`src/rtl/modred_arbiter_pkg.sv`:
```
// modred_arbiter_pkg: shared helpers for the modular-reduction arbiter.
// Stage records are packed MSB-first as {valid, id, payload}.
`default_nettype none

package modred_arbiter_pkg;

  // Modulus Q = 2^(logq-1) + 1 for a logq-bit residue.
  function automatic int unsigned modq_of(input int unsigned logq);
    return (32'd1 << (logq - 32'd1)) + 32'd1;
  endfunction

  function automatic int unsigned clog2(input int unsigned n);
    int unsigned r;
    r = 0;
    while ((32'd1 << r) < n) r = r + 32'd1;
    return r;
  endfunction

  // S1 record: payload = 2*LOGQ operand bits; S2 record: payload = LOGQ residue bits.
  function automatic int unsigned rec_width(input int unsigned idw, input int unsigned payw);
    return 32'd1 + idw + payw;
  endfunction

endpackage

`default_nettype wire

```
`src/rtl/modred_v2.sv`:
```
// modred_v2: combinational a mod (2^(LOGQ-1)+1) for a <= 2^(2*(LOGQ-1)).
`default_nettype none

module modred_v2
  import modred_arbiter_pkg::*;
#(
  parameter int LOGQ = 17
) (
  input  logic [2*LOGQ-1:0] i_a,
  output logic [LOGQ-1:0]   o_r
);

  localparam logic [LOGQ-1:0] c_q = LOGQ'(modq_of(LOGQ));

  logic [LOGQ-2:0] w_lo;
  logic [LOGQ:0]   w_hi;
  logic [LOGQ:0]   w_diff;

  // 2^(LOGQ-1) == -1 (mod Q), so a == lo - hi; one conditional +Q lands in [0, Q-1].
  assign w_lo   = i_a[LOGQ-2:0];
  assign w_hi   = i_a[2*LOGQ-1:LOGQ-1];
  assign w_diff = {2'b00, w_lo} - w_hi;
  assign o_r    = w_diff[LOGQ] ? (w_diff[LOGQ-1:0] + c_q) : w_diff[LOGQ-1:0];

endmodule

`default_nettype wire

```
`src/rtl/modred_arbiter.sv`:
```
// +-----------------------------------------------------------------------+
// | modred_arbiter: NREQ requesters share one 2-stage mod-Q reduction pipe |
// | Macro MODRED_ARBITER_RR_EN selects round-robin (else fixed priority). |
// | Rev 1.0                                                               |
// +-----------------------------------------------------------------------+
`default_nettype none

module modred_arbiter
  import modred_arbiter_pkg::*;
#(
  parameter int LOGQ = 17,
  parameter int NREQ = 4,
  parameter int IDW  = clog2(NREQ)
) (
  input  logic                   clk,
  input  logic                   rst,
  input  logic [NREQ-1:0]        req_valid,
  input  logic [NREQ*2*LOGQ-1:0] req_data,
  output logic [NREQ-1:0]        req_ready,
  output logic                   res_valid,
  output logic [LOGQ-1:0]        res_data,
  output logic [IDW-1:0]         res_id,
  input  logic                   res_ready
);

  localparam int c_pw  = 2 * LOGQ;
  localparam int c_s1w = rec_width(IDW, c_pw);
  localparam int c_s2w = rec_width(IDW, LOGQ);

  logic [c_s1w-1:0] r_s1;
  logic [c_s2w-1:0] r_s2;
  logic             r_run;

  logic             w_s1_vld, w_s2_vld;
  logic [IDW-1:0]   w_s1_id;
  logic [c_pw-1:0]  w_s1_pay;
  logic [LOGQ-1:0]  w_red;
  logic [IDW-1:0]   w_gnt_id;
  logic             w_any, w_s2_adv, w_s1_load, w_take;
  logic [c_pw-1:0]  w_ops [NREQ];

  genvar g;
  for (g = 0; g < NREQ; g++) begin : g_ops
    assign w_ops[g] = req_data[g*c_pw +: c_pw];
  end

  assign w_s1_vld = r_s1[c_s1w-1];
  assign w_s1_id  = r_s1[c_s1w-2 -: IDW];
  assign w_s1_pay = r_s1[c_pw-1:0];
  assign w_s2_vld = r_s2[c_s2w-1];

`ifdef MODRED_ARBITER_RR_EN
  logic [IDW-1:0] r_ptr;

  // Descending scan so the requester closest to the pointer is the last writer.
  always_comb begin
    w_gnt_id = '0;
    for (int k = NREQ - 1; k >= 0; k--) begin
      if (req_valid[IDW'((int'(r_ptr) + k) % NREQ)])
        w_gnt_id = IDW'((int'(r_ptr) + k) % NREQ);
    end
  end

  always_ff @(posedge clk or posedge rst) begin
    if (rst)
      r_ptr <= '0;
    else if (w_take)
      r_ptr <= IDW'((int'(w_gnt_id) + 1) % NREQ);
  end
`else
  always_comb begin
    w_gnt_id = '0;
    for (int i = NREQ - 1; i >= 0; i--) begin
      if (req_valid[i]) w_gnt_id = IDW'(i);
    end
  end
`endif

  // r_run keeps req_ready low while reset is asserted, even though S1 reads empty.
  assign w_any     = |req_valid;
  assign w_s2_adv  = !w_s2_vld || res_ready;
  assign w_s1_load = !w_s1_vld || w_s2_adv;
  assign w_take    = w_any && w_s1_load && r_run;

  always_comb begin
    req_ready = '0;
    if (w_take) req_ready[w_gnt_id] = 1'b1;
  end

  modred_v2 #(.LOGQ(LOGQ)) u_red (
    .i_a (w_s1_pay),
    .o_r (w_red)
  );

  always_ff @(posedge clk or posedge rst) begin
    if (rst) begin
      r_s1  <= '0;
      r_s2  <= '0;
      r_run <= 1'b0;
    end else begin
      r_run <= 1'b1;
      if (w_s1_load)
        r_s1 <= {w_take, w_gnt_id, w_ops[w_gnt_id]};
      if (w_s2_adv) begin
        if (w_s1_vld)
          r_s2 <= {1'b1, w_s1_id, w_red};
        else
          r_s2[c_s2w-1] <= 1'b0;
      end
    end
  end

  assign res_valid = w_s2_vld;
  assign res_id    = r_s2[c_s2w-2 -: IDW];
  assign res_data  = r_s2[LOGQ-1:0];

endmodule

`default_nettype wire

```
`config.mk`:
```
export PLATFORM = sky130hd
export DESIGN_NAME = modred_arbiter
export DESIGN_NICKNAME = d
export VERILOG_FILES = /design/src/rtl/modred_arbiter_pkg.sv /design/src/rtl/modred_v2.sv /design/src/rtl/modred_arbiter.sv
export SDC_FILE = /design/constraint.sdc
export NUM_CORES = 1
export LEC_CHECK = 0
export CORE_MARGIN = 3
export CORE_UTILIZATION = 40
export CTS_CLUSTER_SIZE = 20
export DETAILED_ROUTE_END_ITERATION = 8
export GPL_TIMING_DRIVEN = 0
export PLACE_DENSITY = 0.75
export SLEW_MARGIN = 20
export SYNTH_ARGS = -nofsm -noshare
export SYNTH_HDL_FRONTEND = slang
export SYNTH_HIERARCHICAL = 1
export SYNTH_SLANG_ARGS = --single-unit
```
`constraint.sdc`:
```
create_clock -name clk -period 11 [get_ports clk]
set_input_delay 1.65 -clock clk [delete_from_list [all_inputs] [get_ports clk]]
set_output_delay 1.65 -clock clk [all_outputs]
set_load 0.01 [all_outputs]
```
Yosys cells after proc, flatten, opt, wreduce, memory -nomap -nowiden
Cells that the tools add are included.
{ "totals": {"out_inout_bits": 24, "in_bits": 143, "regBits": 58} }
{ "classes": {"add_sub_neg": 2, "bitwise_logic": 1, "n_reduce_logical": 9, "magnitude_cmp": 3, "n_mux": 12} }
{ "op_table": {"columns": ["cell", "count"], "rows": [
  ["$bmux 34 s2", 1],
  ["$mux 34", 2],
  ["$sub 16x18->18", 1],
  ["$add 17x17->17 const B", 1],
  ["$mux 17", 1],
  ["$mux 2", 4],
  ["$mux 4", 1],
  ["$reduce_or 4->1", 1],
  ["$ge 3x3->1 const B", 1],
  ["$logic_and 1x1->1", 3],
  ["$lt 2x3->1 const B", 1],
  ["$not 2->3", 1],
  ["$demux 1 s2", 1],
  ["$ge 2x1->1 const B", 1],
  ["$logic_not 1->1", 2],
  ["$logic_or 1x1->1", 2],
  ["$mux 1", 2],
  ["$reduce_and 2->1", 1]
]} }

Longest topological paths before layout
Gate-level depths: netlist of run 1.
{ "logic_depth": {"word_depth": 9, "depth_mapped": 14, "depth_no_buf": 13} }

Cells and area by module
The synthesis of run 1 kept the hierarchy.
{ "modules_own_cells": {"columns": ["mod", "n_inst", "seq_area_each_um2", "cells_each", "area_per_inst_um2"], "rows": [
  ["modred_arbiter", 1, 1451.4, 376, 3334.4],
  ["modred_v2", 1, 0.0, 220, 1487.7]
]} }

Least setup slack after synthesis of run 1
No wires, ideal clock.
{ "synth_timing": {"path_kind": "input -> output", "start": "input req_valid[0]", "end": "output req_ready[1]", "path_buffers": 3, "path_slack_ns": 6.961, "arrival_ns": 2.389, "required_ns": 9.350, "cell_stages": 5, "path_cell_list": "buf_6 -> nor2b_1 -> buf_2 -> buf_2 -> and3_1"} }
{ "synth_between": {"elab_chain_cells": 6, "elab_cells_between_ends": 10, "cone_classes": "order compare (2); mux (4); reduce/logical (4)"} }
{ "synth_lines": {"columns": ["element", "line_no", "rtl"], "rows": [
  ["start, declared", "modred_arbiter.sv:17", "input logic [NREQ-1:0] req_valid,"],
  ["$mux 2", "modred_arbiter.sv:74", "if (req_valid[i]) w_gnt_id = IDW'(i);"],
  ["$lt 2x3->1 (implied by the code) / $ge 2x1->1 (equally long branches)", "modred_arbiter.sv:87", "if (w_take) req_ready[w_gnt_id] = 1'b1;"],
  ["$logic_and 1x1->1 (implied by the code)", "modred_arbiter.sv:87", null],
  ["$mux 1 (implied by the code)", "modred_arbiter.sv:87", null],
  ["$demux 1 s2", "modred_arbiter.sv:87", null],
  ["$mux 4 (*)", "modred_arbiter.sv:87", null],
  ["end, declared", "modred_arbiter.sv:19", "output logic [NREQ-1:0] req_ready,"]
]} }
Every way passes the cells marked *; elsewhere a longest branch is shown, timed or not.

Worst setup path in the final report of run 1
{ "layout_timing": {"start": "input req_valid[1]", "end": "output req_ready[1]"} }
{ "layout_between": {"elab_chain_cells": 7, "elab_cells_between_ends": 11, "cone_classes": "order compare (2); mux (5); reduce/logical (4)"} }
{ "layout_lines": {"columns": ["element", "line_no"], "rows": [
  ["$mux 2 (2 in series)", "modred_arbiter.sv:74"],
  ["$lt 2x3->1 (implied by the code) / $ge 2x1->1 (equally long branches)", "modred_arbiter.sv:87"],
  ["$logic_and 1x1->1 (implied by the code)", "modred_arbiter.sv:87"],
  ["$mux 1 (implied by the code)", "modred_arbiter.sv:87"],
  ["$demux 1 s2", "modred_arbiter.sv:87"],
  ["$mux 4 (*)", "modred_arbiter.sv:87"]
]} }
Marks and branches as above.

==> impl_results.md, run 1 <==
* Critical path launch point type: primary input
* Worst-path clk slew at 0.05 ns
* Slew headroom at 49.8%
* Fillers at 1,079
* Slew Viols, Final at 0
* Syn_area_per_cell at a little over 8 µm²
* Max Clock Skew at 0.0100 ns
* Clock Power Share at 26.3%
* Register area share after synthesis at 30.1%
* CP Cell Sequence: clkdlybuf4s50_1 > nor2b_1 > buf_2 > buf_2 > and3_1 > clkdlybuf4s50_1
* Setup_tns at 0 ns
* Pint at 758 µW
* Synth Register Bits at slightly below 60
* WL per Instance at 18.1 µm
* FFs w/ async S/R, synth at between 90% and 100%
* Die Y at 116 µm
* Post-synth top area cell: dfrtp_1
* Final net count at about 930
* Core Region at 11,600 µm²
* Largest net degree at the start of global routing at 59
* Leakage at approximately 2.8 nW
* Fmax at 192 MHz
* Most frequent cell after synthesis: nand2_1
* GR Overflow Total at 0
* Status: complete, no violations
* Hold Crit Class: register to register
* Placed cells at approximately 900
* Unrepaired setup endpoints after global routing: false
* Fin crit share at 47.4%
* Slowest stage cell, crit path: clkdlybuf4s50_1
* Root buffer cell: clkbuf_16
* Setup Viol. Count Final at 0
* CTS Hold Buffers Added at 0
* IO Count at 167
* Fin cells at 919
* CTS H-tree depth at 3
* Setup CP Type: primary input to output pin
* Vias at 5,117
* Worst-Margin Slew at 0.743 ns
* NetSw at 415 µW
* DRT antenna net count at 0
* Area Growth Syn to Fin at 44.7%
* Worst VDD drop at 0.0845 mV
* Share of layout cells above drive strength 1 at under 10%
* Setup bufs post-CTS at 0
* First-pass GRT wire length at between 20 and 30 mm
* Number of synthesized flops with an enable pin at 0
* Cell Area, Synth at about 4800 µm²
* Final worst path period need at approximately 5.2 ns
* Mapped Cells at 596
* Top post-synthesis cells by count: 59 x nand2_1, 58 x dfrtp_1, 54 x nor2_1, 51 x a21oi_1, 41 x o21ai_0
* ANT cells at 0
* Routability cong. at 0.925
* Clk sinks at 58
* Initial DRC count at 322
* Num rows at 39
* Crit path required time at 9.35 ns
* Worst-path maximum fanout at 10
* Combinational Power Share at 48.0%
* CTS Buf Count at 9
* Post-synth top area share at between 30% and 40%
* Initial antenna violation count at 0
* Routed vias/inst at around 5.6
* Post-Route WL at 16.7 mm
* Die Area at roughly 13,000 µm²
* Switching Fraction at between 30% and 40%
* Area contributors post-synth: dfrtp_1 30%, a21o_1 5.6%, nand3b_1 5.4%
* Die width at 116 µm
* Buffers on Ports at 164
* Part of the power in registers at between 20% and 30%
* Post-synth cell types at 59
* Starting Density at approximately two fifths
* Estimated wirelength of the detail-placed design at around 14 mm
* Pwr Total at 1.17 mW
* Synth Warn # at 6
* Critical path data arrival time at 3.56 ns
* Clk buf depth at 2
* TritonCTS clock tree: yes
* First-pass DRT Iterations at 5
* DRC violations left at 0
* CP max stage delay at 0.59 ns
* CP endpoint kind: output pin
* PwrDens at 168 nW/µm²
* Max cap viols at 0
* Final Hold Vio Count at 0
* Top_reg_cell synth: dfrtp_1
* Multi-input gate area at between 3000 and 4000 µm²
* Final WS setup at just under 6 ns
* Insertion delay to the later sink of the worst-skew pair at 0.33 ns
* WHS at 0.491 ns
* Post-Syn Nets at 758
* Register Area at 1450 µm²
* CTS resizes at 0
* Number of global-route vias before repair at 5,186
* GRT Overall Usage at 24.9%
* Pre-CTS setup slack at 5.78 ns
-- power groups by stage --
| stage | clock network, mW | logic (mW) | registers, mW |
|---|---|---|---|
| global route | 0.319 | 0.619 | 0.308 |
| finish | 0.309 | 0.563 | 0.301 |
| detailed placement | 0 | 0.559 | 0.306 |
| CTS | 0.311 | 0.563 | 0.302 |
| global placement | 0 | 0.545 | 0.303 |
| floorplan | 0 | 0.341 | 0.312 |
-- flip-flops by register name, summed over array words and instances (netlist names) --
| register | flops |
|---|---|
| r_run | 1 |
| r_s1 | 37 |
| r_s2 | 20 |
-- path summary, 6_finish.rpt --
kind                                   start            to  slack (ns)  cells after the start
worst max register to register       r_s1[0]      r_s2[16]        6.98                     13
worst min-delay path                r_s1[34]      r_s1[34]        0.49                      2
min in group asynchronous                rst       r_s2[0]        1.80                      2
worst max-delay path            req_valid[1]  req_ready[1]        5.79                      6
worst min register to register      r_s1[34]      r_s1[34]        0.49                      2
max in group asynchronous                rst       r_s2[6]        8.72                      2
-- worst max-delay path: cells and delay by family --
family	cells	cell delay [ns]
buffers and inverters	4	1.56
AND/OR/NAND/NOR	2	0.35
-- logic make-up (layout without fill, tap and decap cells) --
logic type / Yosys count / count (layout) / synth area share (%)
buffers and inverters: 69 / 249 / 6.82
adders and majority gates: 19 / 19 / 5.09
AOI/OAI and AO/OA: 197 / 197 / 26.1
other: 1 / 1 / 0.0778
DFF: 58 / 58 / 30.1
muxes: 23 / 23 / 5.29
and+or+nand+nor: 201 / 201 / 21.5
xor gates and xnor gates: 28 / 28 / 5.09
-- placed cells by master, fill, tap and decap left out, drive strengths merged, types with 3 or more instances in the layout --
cell type,count
xnor2,19
mux2,20
nor3,9
buf,24
nand3,10
nor2,54
a211oi,4
nand2b,7
o21ai,45
nand4,6
nand2,60
clkdlybuf4s50,164
clkbuf,32
and2,4
mux2i,3
inv,25
o31ai,3
a21o,36
ha,18
xor2,9
a31oi,35
and3b,3
dfrtp,58
a21oi,51
and3,6
nand3b,36
o21bai,4
-- metrics by stage --
stage	util (%)	cell area (µm²)
3_3_place_gp	57.2	6640
5_1_grt	60.1	6980
4_1_cts	60.1	6980
2_1_floorplan	-	4820
6_report	60.1	6980
3_5_place_dp	57.2	6650
-- per-layer routing --
layer	track usage, %	part of all wire, %
met3	6.01	6.5
met5	0	0
met2	42.5	48
met1	30.8	43
met4	8.04	2.4
-- cell type report --
class	count	share of cell area [%]
Clock buffer	12	3.68
Multi-Input combinational cell	469	43.6
Inverter	25	1.38
Clock inverter	4	1.06
Tap cell	143	2.57
Sequential cell	58	20.8
Buffer	44	3.37
Timing Repair Buffer	164	23.5
Note: power is estimated with default switching activity, not from simulation.
==> run 2, diff against run 1 <==
Settings changed: PLACE_DENSITY 0.75 to 0.78.
Clock period 11 ns to 4.3 ns, I/O delays scaled along.
==> impl_results.md, run 2 (synthesis results as in run 1) <==
* Status: complete, no violations (unchanged)
* Largest Register: r_s1 (unchanged)
* Initial antenna violation count at 0 (unchanged)
* Biggest regs: r_s1 (37), r_s2 (20), r_run (1) (unchanged)
* Die Y at 116 µm (unchanged)
* Hold Crit Class: register to register (unchanged)
* Most frequent cells in the layout: 164 x clkdlybuf4s50_1, 59 x nand2_1, 58 x dfrtp_1 (unchanged)
* WHS at 0.480 ns (was 0.491 ns)
* CP startpoint: r_s1[0] (was req_valid[1])
* Worst hold path startpoint: r_s1[35] (was r_s1[34])
* Slew headroom at 49.1% (was 49.8%)
* DRT antenna net count at 0 (unchanged)
* Slew Viols, Final at 0 (unchanged)
* CTS resizes at 0 (unchanged)
* CTS Buf Count at 9 (unchanged)
* Fin cells at 919 (unchanged)
* Combinational Power Share at 48.4% (was 48.0%)
* Final net count at 933 (unchanged)
* Max FFs per register at 37 (unchanged)
* WL per Instance at 18.4 µm (was 18.1 µm)
* Setup CP Type: register to register (was primary input to output pin)
* Fin crit share at ~94%
* IO Count at 167 (unchanged)
* Clk buf depth at 2 (unchanged)
* CTS Hold Buffers Added at 0 (unchanged)
* Fillers at 1,040 (was 1,079)
* First-pass DRT Iterations at 5 (unchanged)
* Worst VDD drop at 0.239 mV (was 0.0845 mV)
* Setup Viol. Count Final at 0 (unchanged)
* Post-Route WL at 16.9 mm (was 16.7 mm)
* Switching Fraction at 35.9% (was 35.4%)
* Buf/Inv on CP at 2 (was 4)
* CP Cell Sequence: inv_1 > ha_1 > inv_1 > fa_1 > a21oi_1 > o211ai_1 > o41ai_1 > xor2_1 > a2111o_1 > nand3b_4 > o41ai_2 > xnor2_1 > mux2_2 (was clkdlybuf4s50_1 > nor2b_1 > buf_2 > buf_2 > and3_1 > clkdlybuf4s50_1)
* Fmax at about 250 MHz
* Clock Power Share at 25.8% (was 26.3%)
* Core Region at 11,600 µm² (unchanged)
* Setup_tns at 0 ns (unchanged)
* Slowest stage cell, crit path: o41ai_1 (was clkdlybuf4s50_1)
* Max Clock Skew at 0.00696 ns (was 0.0100 ns)
* Initial DRC count at 369 (was 322)
* First-pass GRT wire length at 26.7 mm (was 25.9 mm)
* Final Hold Vio Count at 0 (unchanged)
* Die width at 116 µm (unchanged)
* CP max stage delay at 0.63 ns (was 0.59 ns)
* Placed cells at 903 (unchanged)
* Root buffer cell: clkbuf_16 (unchanged)
* Unrepaired setup endpoints after global routing: false (unchanged)
* DRC violations left at 0 (unchanged)
* Starting Density at 41.5% (unchanged)
* Worst-path clk slew at 0.05 ns (about the same)
* Clk sinks at 58 (unchanged)
* Area Growth Syn to Fin at 44.4% (was 44.7%)
* GR Overflow Total at 0 (unchanged)
* GRT Overall Usage at 25.5% (was 24.9%)
* Buffers on Ports at 164 (unchanged)
* Worst-path maximum fanout at 6 (was 10)
* Vias at 5,147 (was 5,117)
* Pint at 1.92 mW (was 758 µW)
* ANT cells at 0 (unchanged)
* Cell repeated most along the worst path: inv_1
* Die Area at 13,400 µm² (unchanged)
* CTS H-tree depth at 3 (unchanged)
* Crit path required time at 4.51 ns (was 9.35 ns)
* Setup bufs post-CTS at 0 (unchanged)
* CP endpoint kind: register (was output pin)
* Num rows at 39 (unchanged)
* CP top delay family: compound AO/OA/AOI/OAI gates (was buffers and inverters)
* Largest net degree at the start of global routing at 59 (unchanged)
* Routability cong. at 0.916 (was 0.925)
* Max cap viols at 0 (unchanged)
* RR Startpoint: r_s1[0] (unchanged)
* Part of the power in registers at 25.8% (was 25.7%)
* Commonest non-fill, non-tap cell in the layout: clkdlybuf4s50_1 (unchanged)
* PwrDens at 430 nW/µm² (was 168 nW/µm²)
* Share of layout cells above drive strength 1 at 8.51% (unchanged)
* Routed vias/inst at 5.60 (was 5.57)
* Critical path launch point type: register (was primary input)
* NetSw at 1.08 mW (was 415 µW)
* Critical path data arrival time at 4.26 ns (was 3.56 ns)
* TritonCTS clock tree: yes (unchanged)
* Worst-Margin Slew at 0.758 ns (was 0.743 ns)
* Final worst path period need at 4.05 ns
* Number of global-route vias before repair at 5,225 (was 5,186)
* Insertion delay to the later sink of the worst-skew pair at 0.32 ns (was 0.33 ns)
* Estimated wirelength of the detail-placed design at 13.8 mm (was 13.7 mm)
* Leakage at 2.82 nW (about the same)
run 2: final timing paths:
kind / to / slack, ns / cells after the start
max in group asynchronous: r_s1[28] / 3.01 / 2
max reg2reg: r_s2[16] / 0.25 / 13
min in group asynchronous: r_s2[16] / 0.80 / 2
min: r_s1[35] / 0.48 / 2
min reg2reg: r_s1[35] / 0.48 / 2
max: r_s2[16] / 0.25 / 13
run 2: cell type report:
cell class | count | area, µm² | share of cell area [%]
plain buffers | 44 | 235 | 3.38
clock buffers | 11 | 243 | 3.48
clock inverters | 5 | 77.6 | 1.11
inverters | 25 | 96.3 | 1.38
multi-input cells | 469 | 3040 | 43.7
flip-flops and latches | 58 | 1450 | 20.8
well taps | 143 | 179 | 2.57
repair buffers | 164 | 1640 | 23.6
run 2: power by group through the flow:
stage               sequential (mW)  combinational (mW)  clock [mW]
CTS                           0.774                1.44       0.784
global placement              0.776                1.40           0
global route                  0.788                1.59       0.814
detailed placement            0.783                1.43           0
floorplan                     0.799               0.871           0
finish                        0.773                1.45       0.774
run 2: per-stage QoR:
step / area (µm²) / setup WS (ns) / total power, mW / util (%)
final: 6970 / 0.246 / 3.00 / 60.0
after global routing: 6970 / 0.0358 / 3.19 / 60.0
after CTS: 6970 / 0.292 / 3.00 / 60.0
after detailed placement: 6650 / 0.337 / 2.21 / 57.2
after global placement: 6640 / 0.383 / 2.17 / 57.2
after floorplan: 4820 / 0.812 / 1.67 / -
run 2: per-layer routing:
metal / global-route usage (%) / share of wire [%] / vias up
li1: - / - / 2480
met1: 33.1 / 43 / 2409
met2: 42.3 / 47 / 228
met3: 6.58 / 7.5 / 30
met4: 6.42 / 2.1 / 0
met5: 0 / 0 / -
run 2: worst register-to-register path, stage by stage (launching register included):
cell      delay [ns]
dfrtp_1         0.39
inv_1           0.10
ha_1            0.17
inv_1           0.06
fa_1            0.40
a21oi_1         0.35
o211ai_1        0.20
o41ai_1         0.63
xor2_1          0.16
a2111o_1        0.54
nand3b_4        0.21
o41ai_2         0.32
xnor2_1         0.14
mux2_2          0.27
==> run 3, diff against run 2 <==
Settings changed: CORE_UTILIZATION 40 to 42, PLACE_DENSITY 0.78 to 0.81.
==> impl_results.md, run 3 (synthesis results as in run 1) <==
* Die width at 113 µm (was 116 µm)
* Fin area at 6950 µm² (was 6970 µm²)
* Hold Crit Depth at 2 (unchanged)
* Largest net degree at the start of global routing at 59 (unchanged)
* First-pass GRT wire length at 27.1 mm (was 26.7 mm)
* Initial antenna violation count at 0 (unchanged)
* Worst hold path startpoint: r_s1[34] (was r_s1[35])
* Register Area at 1450 µm² (unchanged)
* Max cap viols at 0 (unchanged)
* Placed cells at 900 (was 903)
* Initial DRC count at 385 (was 369)
* GRT Overall Usage at 26.7% (was 25.5%)
* R2R cell count at 13 (unchanged)
* CP endpoint kind: register (unchanged)
* Fin cells at 916 (was 919)
* CTS Buf Count at 9 (unchanged)
* Vias at 5,228 (was 5,147)
* Most frequent cells in the layout: 164 x clkdlybuf4s50_1, 59 x nand2_1, 58 x dfrtp_1 (unchanged)
* Worst-path clk slew at 0.05 ns (about the same)
* Status: complete, no violations (unchanged)
* Buffers on Ports at 164 (unchanged)
* Die Area at 12,800 µm² (was 13,400 µm²)
* CP top delay family: compound AO/OA/AOI/OAI gates (unchanged)
* Setup bufs post-CTS at 0 (unchanged)
* GR Overflow Total at 0 (unchanged)
* Slew Viols, Final at 0 (unchanged)
* Setup Viol. Count Final at 0 (unchanged)
* Post-DP Area at 6640 µm² (was 6650 µm²)
* CP max stage delay at 0.69 ns (was 0.63 ns)
* RR Startpoint: r_s1[0] (unchanged)
* Share of layout cells above drive strength 1 at 8.38% (was 8.51%)
* Worst-path maximum fanout at 6 (unchanged)
* Cell repeated most along the worst path: inv_1 (unchanged)
* Post-Route WL at 17.1 mm (was 16.9 mm)
* CTS H-tree depth at 3 (unchanged)
* Die Y at 113 µm (was 116 µm)
* Largest Register: r_s1 (unchanged)
* Max Clock Skew at 0.00865 ns (was 0.00696 ns)
* Routed vias/inst at 5.71 (was 5.60)
* Final Hold Vio Count at 0 (unchanged)
* DRT antenna net count at 0 (unchanged)
* Multi-input gate area at 3040 µm² (unchanged)
* Hold Crit Class: register to register (unchanged)
* Critical path launch point type: register (unchanged)
* TritonCTS clock tree: yes (unchanged)
* Final worst path period need at 4.00 ns (was 4.05 ns)
* Core Region at 11,000 µm² (was 11,600 µm²)
* Worst-Margin Slew at 0.801 ns (was 0.758 ns)
* Final net count at 933 (unchanged)
* Worst VDD drop at 0.302 mV (was 0.239 mV)
* Worst Hold End: r_s1[34] (was r_s1[35])
* Commonest non-fill, non-tap cell in the layout: clkdlybuf4s50_1 (unchanged)
* R2r endpoint: r_s2[16] (unchanged)
* Number of global-route vias before repair at 5,308 (was 5,225)
* Root buffer cell: clkbuf_16 (unchanged)
* Slew headroom at 45.9% (was 49.1%)
* Buf/Inv on CP at 2 (unchanged)
* Setup CP Type: register to register (unchanged)
* Final WS setup at 0.297 ns (was 0.246 ns)
* WHS at 0.470 ns (was 0.480 ns)
* Num rows at 38 (was 39)
* Insertion delay to the later sink of the worst-skew pair at 0.33 ns (was 0.32 ns)
* WL per Instance at 18.7 µm (was 18.4 µm)
* Fillers at 989 (was 1,040)
* Clk buf depth at 2 (unchanged)
* CTS Hold Buffers Added at 0 (unchanged)
* Worst R2R Setup Slack at 0.30 ns (was 0.25 ns)
* Fmax at 250 MHz (was 247 MHz)
* Slowest stage cell, crit path: o41ai_1 (unchanged)
* Max FFs per register at 37 (unchanged)
* CTS resizes at 0 (unchanged)
* Setup_tns at 0 ns (unchanged)
* Area Growth Syn to Fin at 44.2% (was 44.4%)
* Biggest regs: r_s1 (37), r_s2 (20), r_run (1) (unchanged)
* ANT cells at 0 (unchanged)
* Pre-CTS setup slack at 0.355 ns (was 0.337 ns)
* Unrepaired setup endpoints after global routing: false (unchanged)
* First-pass DRT Iterations at 5 (unchanged)
* Leakage at 2.81 nW (was 2.82 nW)
* IO Count at 167 (unchanged)
* Critical path data arrival time at 4.21 ns (was 4.26 ns)
* Estimated wirelength of the detail-placed design at 14.0 mm (was 13.8 mm)
* DRC violations left at 0 (unchanged)
* Routability cong. at 0.916 (about the same)
* PwrDens at 428 nW/µm² (was 430 nW/µm²)
* Clk sinks at 58 (unchanged)
* Crit path required time at 4.51 ns (about the same)
* Starting Density at 43.7% (was 41.5%)
* Pwr Total at 2.98 mW (was 3.00 mW)
* CP Cell Sequence: inv_1 > ha_1 > inv_1 > fa_1 > a21oi_1 > o211ai_1 > o41ai_1 > xor2_1 > a2111o_1 > nand3b_4 > o41ai_2 > xnor2_1 > mux2_2 (unchanged)
* Fin crit share at 93.1% (was 94.3%)
* Final Util at 63.0% (was 60.0%)
run 3: power by group:
part / switching [mW] / internal (mW) / total (mW)
clock: 0.250 / 0.506 / 0.756
sequential: 0.0849 / 0.686 / 0.771
combinational: 0.736 / 0.715 / 1.45
total: 1.07 / 1.91 / 2.98
run 3: worst register-to-register path, stage by stage (launching register included):
cell	delay, ns
dfrtp_1	0.40
inv_1	0.09
ha_1	0.16
inv_1	0.05
fa_1	0.39
a21oi_1	0.36
o211ai_1	0.20
o41ai_1	0.69
xor2_1	0.13
a2111o_1	0.51
nand3b_4	0.20
o41ai_2	0.31
xnor2_1	0.13
mux2_2	0.27
run 3: how the worst max path moves through the flow:
stage	start	to	slack [ns]	cells past startpoint
after floorplan	r_s1[0]	r_s2[16]	0.81	13
after global placement	r_s1[0]	r_s2[16]	0.40	13
after detailed placement	r_s1[0]	r_s2[16]	0.35	13
after CTS	r_s1[0]	r_s2[16]	0.31	13
after global routing	r_s1[0]	r_s2[16]	0.05	13
final	r_s1[0]	r_s2[16]	0.30	13
run 3: cell type report:
type / instances / area share (%)
Buffer: 44 / 3.38
Clock buffer: 11 / 3.35
Clock inverter: 5 / 1.13
Inverter: 25 / 1.39
Multi-Input combinational cell: 469 / 43.7
Sequential cell: 58 / 20.9
Tap cell: 140 / 2.52
Timing Repair Buffer: 164 / 23.6
run 3: routing by layer:
| metal | part of all wire, % | GRT usage, % |
|---|---|---|
| met2 | 47 | 44.6 |
| met4 | 2.9 | 9.46 |
| met5 | 0 | 0 |
| met3 | 6.6 | 5.29 |
| met1 | 43 | 34.5 |
